**src/rtl/mips_pkg.sv**
```systemverilog
`default_nettype none
// ============================================================================
//  Module      : mips_pkg
//  Description : Opcode, funct and ALU-control constants for the MIPS decode
//                stage, the decoded-operation record and the decode function.
//  Revision    : 1.0 - initial release
// ============================================================================
package mips_pkg;

  // Primary opcodes
  localparam logic [5:0] c_OP_RTYPE = 6'b000000;
  localparam logic [5:0] c_OP_ADDI  = 6'b001000;
  localparam logic [5:0] c_OP_ADDIU = 6'b001001;
  localparam logic [5:0] c_OP_SLTI  = 6'b001010;
  localparam logic [5:0] c_OP_SLTIU = 6'b001011;
  localparam logic [5:0] c_OP_ANDI  = 6'b001100;
  localparam logic [5:0] c_OP_ORI   = 6'b001101;
  localparam logic [5:0] c_OP_XORI  = 6'b001110;
  localparam logic [5:0] c_OP_LUI   = 6'b001111;

  // R-type funct field
  localparam logic [5:0] c_FN_SLL  = 6'b000000;
  localparam logic [5:0] c_FN_SRL  = 6'b000010;
  localparam logic [5:0] c_FN_SRA  = 6'b000011;
  localparam logic [5:0] c_FN_SLLV = 6'b000100;
  localparam logic [5:0] c_FN_SRLV = 6'b000110;
  localparam logic [5:0] c_FN_SRAV = 6'b000111;
  localparam logic [5:0] c_FN_JR   = 6'b001000;
  localparam logic [5:0] c_FN_ADD  = 6'b100000;
  localparam logic [5:0] c_FN_ADDU = 6'b100001;
  localparam logic [5:0] c_FN_SUB  = 6'b100010;
  localparam logic [5:0] c_FN_SUBU = 6'b100011;
  localparam logic [5:0] c_FN_AND  = 6'b100100;
  localparam logic [5:0] c_FN_OR   = 6'b100101;
  localparam logic [5:0] c_FN_XOR  = 6'b100110;
  localparam logic [5:0] c_FN_NOR  = 6'b100111;
  localparam logic [5:0] c_FN_SLT  = 6'b101010;
  localparam logic [5:0] c_FN_SLTU = 6'b101011;

  // ALU control codes (R-type codes reuse the funct encoding)
  localparam logic [5:0] c_ALUC_ADD  = 6'b100000;
  localparam logic [5:0] c_ALUC_ADDU = 6'b100001;
  localparam logic [5:0] c_ALUC_SUB  = 6'b100010;
  localparam logic [5:0] c_ALUC_SUBU = 6'b100011;
  localparam logic [5:0] c_ALUC_AND  = 6'b100100;
  localparam logic [5:0] c_ALUC_OR   = 6'b100101;
  localparam logic [5:0] c_ALUC_XOR  = 6'b100110;
  localparam logic [5:0] c_ALUC_NOR  = 6'b100111;
  localparam logic [5:0] c_ALUC_SLT  = 6'b101010;
  localparam logic [5:0] c_ALUC_SLTU = 6'b101011;
  localparam logic [5:0] c_ALUC_SLL  = 6'b000000;
  localparam logic [5:0] c_ALUC_SRL  = 6'b000010;
  localparam logic [5:0] c_ALUC_SRA  = 6'b000011;
  localparam logic [5:0] c_ALUC_SLLV = 6'b000100;
  localparam logic [5:0] c_ALUC_SRLV = 6'b000110;
  localparam logic [5:0] c_ALUC_SRAV = 6'b000111;
  localparam logic [5:0] c_ALUC_LUI  = 6'b001111;

  // One decoded operation; legal=0 means the word is not supported
  typedef struct packed {
    logic        legal;
    logic [31:0] a;
    logic [31:0] b;
    logic [5:0]  aluc;
    logic [4:0]  rd;
    logic        we;
  } dec_op_t;

  // Pure combinational decode of one instruction word and its source values
  function automatic dec_op_t decode(input logic [31:0] instr,
                                     input logic [31:0] rs_val,
                                     input logic [31:0] rt_val);
    dec_op_t     d;
    logic [5:0]  op;
    logic [5:0]  fn;
    logic [31:0] sext;
    logic [31:0] zext;
    op   = instr[31:26];
    fn   = instr[5:0];
    sext = {{16{instr[15]}}, instr[15:0]};
    zext = {16'b0, instr[15:0]};
    d    = '0;
    case (op)
      c_OP_RTYPE: begin
        d.a    = rs_val;
        d.b    = rt_val;
        d.aluc = fn;
        d.rd   = instr[15:11];
        d.we   = 1'b1;
        case (fn)
          c_FN_ADD, c_FN_ADDU, c_FN_SUB, c_FN_SUBU, c_FN_AND,
          c_FN_OR, c_FN_XOR, c_FN_NOR, c_FN_SLT, c_FN_SLTU,
          c_FN_SLLV, c_FN_SRLV, c_FN_SRAV: d.legal = 1'b1;
          c_FN_SLL, c_FN_SRL, c_FN_SRA: begin
            // Fixed shifts carry the shift amount in operand a
            d.legal = 1'b1;
            d.a     = {27'b0, instr[10:6]};
          end
          default: d = '0;  // includes JR
        endcase
      end
      c_OP_ADDI, c_OP_ADDIU, c_OP_SLTI, c_OP_SLTIU,
      c_OP_ANDI, c_OP_ORI, c_OP_XORI: begin
        d.legal = 1'b1;
        d.a     = rs_val;
        d.rd    = instr[20:16];
        d.we    = 1'b1;
        case (op)
          c_OP_ADDI:  begin d.aluc = c_ALUC_ADD;  d.b = sext; end
          c_OP_ADDIU: begin d.aluc = c_ALUC_ADDU; d.b = sext; end
          c_OP_SLTI:  begin d.aluc = c_ALUC_SLT;  d.b = sext; end
          c_OP_SLTIU: begin d.aluc = c_ALUC_SLTU; d.b = sext; end
          c_OP_ANDI:  begin d.aluc = c_ALUC_AND;  d.b = zext; end
          c_OP_ORI:   begin d.aluc = c_ALUC_OR;   d.b = zext; end
          default:    begin d.aluc = c_ALUC_XOR;  d.b = zext; end
        endcase
      end
      c_OP_LUI: begin
        d.legal = 1'b1;
        d.aluc  = c_ALUC_LUI;
        d.a     = zext;
        d.b     = '0;
        d.rd    = instr[20:16];
        d.we    = 1'b1;
      end
      default: d = '0;
    endcase
    return d;
  endfunction

endpackage
`default_nettype wire

```
**src/rtl/regfile_2r1w.sv**
```systemverilog
`default_nettype none
// ============================================================================
//  Module      : regfile_2r1w
//  Description : 32x32 register file, two asynchronous read ports, one
//                synchronous write port, r0 hardwired to zero.
//                RF_CLEAR=1 clears every register on reset.
//                Macro ID_WB_BYPASS_EN: reads of the register being written
//                return the write data in the same cycle.
//  Revision    : 1.0 - initial release
// ============================================================================
module regfile_2r1w #(
  parameter int RF_CLEAR = 1
) (
  input  logic        clk,
  input  logic        rst,
  input  logic [4:0]  i_raddr1,
  output logic [31:0] o_rdata1,
  input  logic [4:0]  i_raddr2,
  output logic [31:0] o_rdata2,
  input  logic        i_we,
  input  logic [4:0]  i_waddr,
  input  logic [31:0] i_wdata
);

  logic [31:0] r_mem [0:31];
  logic        w_wr;

  // Writes to r0 are dropped here so r0 never holds anything but zero
  assign w_wr = i_we && (i_waddr != 5'd0);

  generate
    if (RF_CLEAR != 0) begin : g_rf_clear
      // Storage with full asynchronous clear
      always_ff @(posedge clk or posedge rst) begin
        if (rst) begin
          for (int i = 0; i < 32; i++) r_mem[i] <= '0;
        end else if (w_wr) begin
          r_mem[i_waddr] <= i_wdata;
        end
      end
    end else begin : g_rf_noclear
      // Storage left unreset; a write coinciding with reset is still dropped
      always_ff @(posedge clk) begin
        if (!rst && w_wr) r_mem[i_waddr] <= i_wdata;
      end
    end
  endgenerate

`ifdef ID_WB_BYPASS_EN
  assign o_rdata1 = (i_raddr1 == 5'd0) ? 32'd0 :
                    (w_wr && (i_waddr == i_raddr1)) ? i_wdata : r_mem[i_raddr1];
  assign o_rdata2 = (i_raddr2 == 5'd0) ? 32'd0 :
                    (w_wr && (i_waddr == i_raddr2)) ? i_wdata : r_mem[i_raddr2];
`else
  assign o_rdata1 = (i_raddr1 == 5'd0) ? 32'd0 : r_mem[i_raddr1];
  assign o_rdata2 = (i_raddr2 == 5'd0) ? 32'd0 : r_mem[i_raddr2];
`endif

endmodule
`default_nettype wire

```
**src/rtl/id_stage.sv**
```systemverilog
`default_nettype none
// ============================================================================
//  Module      : id_stage
//  Description : MIPS instruction-decode stage. Reads the register file,
//                decodes ALU ops and presents them one cycle later through a
//                valid/ready output register. Unsupported words are consumed
//                and flagged with a one-cycle illegal pulse.
//                Macro ID_WB_BYPASS_EN enables writeback-to-read bypass.
//  Revision    : 1.0 - initial release
// ============================================================================
module id_stage
  import mips_pkg::*;
#(
  parameter int RF_CLEAR = 1
) (
  input  logic        clk,
  input  logic        rst,
  input  logic        in_valid,
  output logic        in_ready,
  input  logic [31:0] in_instr,
  output logic        out_valid,
  input  logic        out_ready,
  output logic [31:0] out_a,
  output logic [31:0] out_b,
  output logic [5:0]  out_aluc,
  output logic [4:0]  out_rd,
  output logic        out_we,
  input  logic        wb_we,
  input  logic [4:0]  wb_addr,
  input  logic [31:0] wb_data,
  output logic        illegal
);

  logic [31:0] w_rs_val;
  logic [31:0] w_rt_val;
  dec_op_t     w_dec;
  logic        w_xfer;

  logic        r_out_valid;
  logic        r_illegal;
  logic [31:0] r_a;
  logic [31:0] r_b;
  logic [5:0]  r_aluc;
  logic [4:0]  r_rd;
  logic        r_we;

  regfile_2r1w #(
    .RF_CLEAR (RF_CLEAR)
  ) u_rf (
    .clk      (clk),
    .rst      (rst),
    .i_raddr1 (in_instr[25:21]),
    .o_rdata1 (w_rs_val),
    .i_raddr2 (in_instr[20:16]),
    .o_rdata2 (w_rt_val),
    .i_we     (wb_we),
    .i_waddr  (wb_addr),
    .i_wdata  (wb_data)
  );

  // The output register can take a new word when empty or being drained
  assign in_ready = !r_out_valid || out_ready;
  assign w_xfer   = in_valid && in_ready;
  assign w_dec    = decode(in_instr, w_rs_val, w_rt_val);

  // Output register: load on a legal transfer, hold while stalled
  always_ff @(posedge clk or posedge rst) begin
    if (rst) begin
      r_out_valid <= 1'b0;
      r_illegal   <= 1'b0;
      r_a         <= '0;
      r_b         <= '0;
      r_aluc      <= '0;
      r_rd        <= '0;
      r_we        <= 1'b0;
    end else begin
      r_illegal <= w_xfer && !w_dec.legal;
      if (w_xfer && w_dec.legal) begin
        r_out_valid <= 1'b1;
        r_a         <= w_dec.a;
        r_b         <= w_dec.b;
        r_aluc      <= w_dec.aluc;
        r_rd        <= w_dec.rd;
        r_we        <= w_dec.we;
      end else if (out_ready) begin
        r_out_valid <= 1'b0;
      end
    end
  end

  assign out_valid = r_out_valid;
  assign illegal   = r_illegal;
  assign out_a     = r_a;
  assign out_b     = r_b;
  assign out_aluc  = r_aluc;
  assign out_rd    = r_rd;
  assign out_we    = r_we;

endmodule
`default_nettype wire

```
**config.mk**
```make
export PLATFORM = sky130hd
export DESIGN_NAME = id_stage
export DESIGN_NICKNAME = d
export VERILOG_FILES = /design/src/rtl/mips_pkg.sv /design/src/rtl/regfile_2r1w.sv /design/src/rtl/id_stage.sv
export SDC_FILE = /design/constraint.sdc
export NUM_CORES = 2
export LEC_CHECK = 0
export BUFFER_PORTS_ARGS = -buffer_cell sky130_fd_sc_hd__buf_2
export CAP_MARGIN = 30
export CORE_ASPECT_RATIO = 0.75
export CORE_MARGIN = 1
export CORE_UTILIZATION = 40
export CTS_CLUSTER_DIAMETER = 30
export DETAILED_ROUTE_END_ITERATION = 10
export PLACE_DENSITY = 0.62
export REMOVE_ABC_BUFFERS = 1
export SLEW_MARGIN = 10
export SYNTH_ARGS = -nofsm -noshare
export SYNTH_HDL_FRONTEND = slang
export SYNTH_HIERARCHICAL = 1
export SYNTH_SLANG_ARGS = --single-unit
export TNS_END_PERCENT = 1
```
**constraint.sdc**
```tcl
create_clock -name clk -period 94.6 [get_ports clk]
set_clock_uncertainty 0.1 [all_clocks]
set_input_delay 14.19 -clock clk [delete_from_list [all_inputs] [get_ports clk]]
set_output_delay 14.19 -clock clk [all_outputs]
set_load 0.01 [all_outputs]
```
==> impl_metrics.py <==
metrics = {
    "die": {
        "die_x_um": 443.7,
        "core_um2": 145200,
        "pin_count": 153,
        "rows": 121,
        "die_y_um": 333.3,
        "start_util_pct": 40.31,
        "die-area_um2": 147900,
    },
    "finish": {
        "layout-drive-gt1-share_pct": 50.61,
        "syn_to_final_growth_pct": 16.11,
        "final_net_count": 4132,
    },
    "clock_network": {
        "clk_pin_slew_ps": 50,
        "cts_made_buffers": 208,
        "cts_tree": "built",
        "hold_buffers": 0,
        "clock-sinks": 1102,
        "cts_resized": 0,
        "clock_latency_ps": 820,
        "h-tree-depth": 4,
        "cts-root-buf": "clkbuf_16",
        "cts_setup_buffers": 0,
        "clock_path_buffers": 3,
    },
    "synthesis": {
        "ys_dominant_reg_cell": "dfrtp_1",
        "avgSynthCellArea_um2": 14.50,
        "ys_seq_area_share_pct": 47.12,
        "yosysUniqueCellTypes": 66,
        "netlist_top_cells_area": "dfrtp_1 (47%), mux2_2 (20%), mux4_2 (15%)",
        "async_flop_share_pct": 100.0,
        "synth_top_area_share_pct": 47.12,
        "netlist_instances": 4035,
        "synthTopCellsByCount": "dfrtp_1 (1102), mux2_2 (1037), mux4_2 (396)",
        "yosysTopAreaCell": "dfrtp_1",
        "ys_warn_count": 6,
        "synth.cell_area_um2": 58520,
        "synth_seq_cells": 1102,
        "synth.most_common_cell": "dfrtp_1",
        "synth_edf_count": 0,
    },
    "sta": {
        "hold_slack_ps": 298.2,
        "tns_ps": 0,
        "tightest_slew_ps": 1108,
        "relSlewSlack_pct": 26.11,
        "setup_violations": 0,
        "hold_viol_final": 0,
        "min_period_ps": 28930,
        "rsz0062_at_grt": "no",
        "drv_slew": 0,
        "clock.fmax_mhz": 34.57,
        "timing.final.crit_share_pct": 30.58,
    },
    "worst_hold_path": {
        "hold_class": "reg -> reg",
    },
    "drt": {
        "drt-initial-drc-count": 4355,
        "drt_first_pass_iters": 6,
        "viasPerCell": 6.410,
        "drt_wl_total_mm": 202.9,
        "antenna_left": 0,
        "wl_per_cell_um": 32.99,
        "vias": 39410,
        "drc": 0,
    },
    "global_routing": {
        "overflow": 0,
        "grt_max_degree": 175,
        "antenna_found_initial": 11,
        "grt_usage_pct": 27.32,
        "grt_first_pass_wirelength_mm": 292.7,
        "grt_pass1_vias": 39660,
    },
    "setup_path": {
        "path_delay_family": "buffers and inverters",
        "crit_fanout": 3,
        "crit_path_start_kind": "input port",
        "path_common_cell": "buf_2",
        "worstPathCellList": "buf_2, nand2b_1, buf_2",
        "critical_path.endpoint_type": "output port",
        "worstPathRequired_ps": 80310,
        "crit_slowest_cell": "nand2b_1",
        "arrival_ps": 14640,
        "path_class": "in -> out",
        "crit_buf_inv": 2,
        "cp_slowest_stage_delay_ps": 190,
    },
    "place": {
        "io_buffer_count": 152,
        "dp_hpwl_mm": 114.1,
        "place_congestion": 0.8415,
    },
    "job": {
        "drv_cap": 0,
    },
    "outcome": {
        "status": "completed",
    },
    "pwr": {
        "vdd_ir_drop_max_mv": 0.01808,
        "power_leakage_uw": 0.02950,
        "p_per_area_nw_per_um2": 24.33,
    },
}
==> layer usage <==
metal  global-route usage [%]  share of wire, %
met1                    37.91                42
met2                    41.06                45
met3                    6.157               8.7
met4                    11.82               4.3
met5                        0            0.0064
==> layout make-up <==
cell class              instances  area [µm²]
clock inverters               132        1602
multi-input cells            2457       28750
clock buffers                 258        5695
diodes                          5       12.51
well taps                    1906        2385
fillers                     12620       77240
repair buffers                267        1839
inverters                      22       92.59
flip-flops and latches       1102       27580
==> worst paths after layout <==
path / start / end / slack [ps] / cells after the start
min in group asynchronous: rst / out_aluc[4]$_DFFE_PP0P_ / 13390 / 2
setup / recovery: out_ready / in_ready / 65670 / 3
max in group asynchronous: rst / u_rf/r_mem[559]$_DFFE_PP0P_ / 78180 / 5
setup reg to reg: u_rf/r_mem[515]$_DFFE_PP0P_ / out_a[3]$_DFFE_PP0P_ / 91660 / 8
hold reg to reg: u_rf/r_mem[1016]$_DFFE_PP0P_ / u_rf/r_mem[1016]$_DFFE_PP0P_ / 300 / 0
hold / removal: u_rf/r_mem[1016]$_DFFE_PP0P_ / u_rf/r_mem[1016]$_DFFE_PP0P_ / 300 / 0
==> cells by family after synthesis <==
family | count (synthesis) | synth area share, %
buf+inv | 476 | 4.214
mux | 1738 | 40.60
flops | 1102 | 47.12
simple gates | 251 | 2.337
compound gates | 468 | 5.725
==> flip-flops by register name, indices dropped and copies added, names as in the netlist <==
register,flops
illegal,1
u_rf/r_mem,1024
out_rd,5
out_a,32
out_valid,1
out_we,1
out_aluc,6
out_b,32
==> cells in the final DEF, fill, tap and decap left out, types with 21 or more instances in the layout <==
cell and instances:
dfrtp_1 1102, mux2_2 1037, mux4_2 396, mux2i_1 286
clkbuf_16 210, buf_2 146, buf_4 104, a22oi_1 94
a21oi_1 59, a22o_1 59, nand2_1 44, o22ai_1 41
o21ai_1 40, clkinvlp_4 39, nor3_1 38, a211oi_1 37
nor2b_1 36, a2111oi_0 32, o21ai_0 31, clkbuf_8 26
bufinv_16 24, clkinv_4 22, clkbuf_1 22, o221ai_1 22
inv_6 21
==> stage by stage <==
stage | power (µW) | worst slack, ps | area, µm² | util, % | std cells
detailed placement | 889.2 | 65670 | 60590 | 41.73 | 5752
finish | 1653 | 65670 | 67950 | 46.80 | 6149
global route | 1712 | 65660 | 67950 | 46.80 | 6146
global placement | 879.4 | 65630 | 60490 | 41.66 | 5747
floorplan | 797.8 | 51490 | 56140 | - | 3581
CTS | 1657 | 65670 | 67890 | 46.76 | 6142
==> report_power, final <==
group | internal (µW) | total, µW | switching [µW]
clock network | 495 | 764 | 269
logic | 154 | 263 | 109
registers | 559 | 626 | 67.1
total | 1210 | 1650 | 446
(Power assumes the default switching activity.)
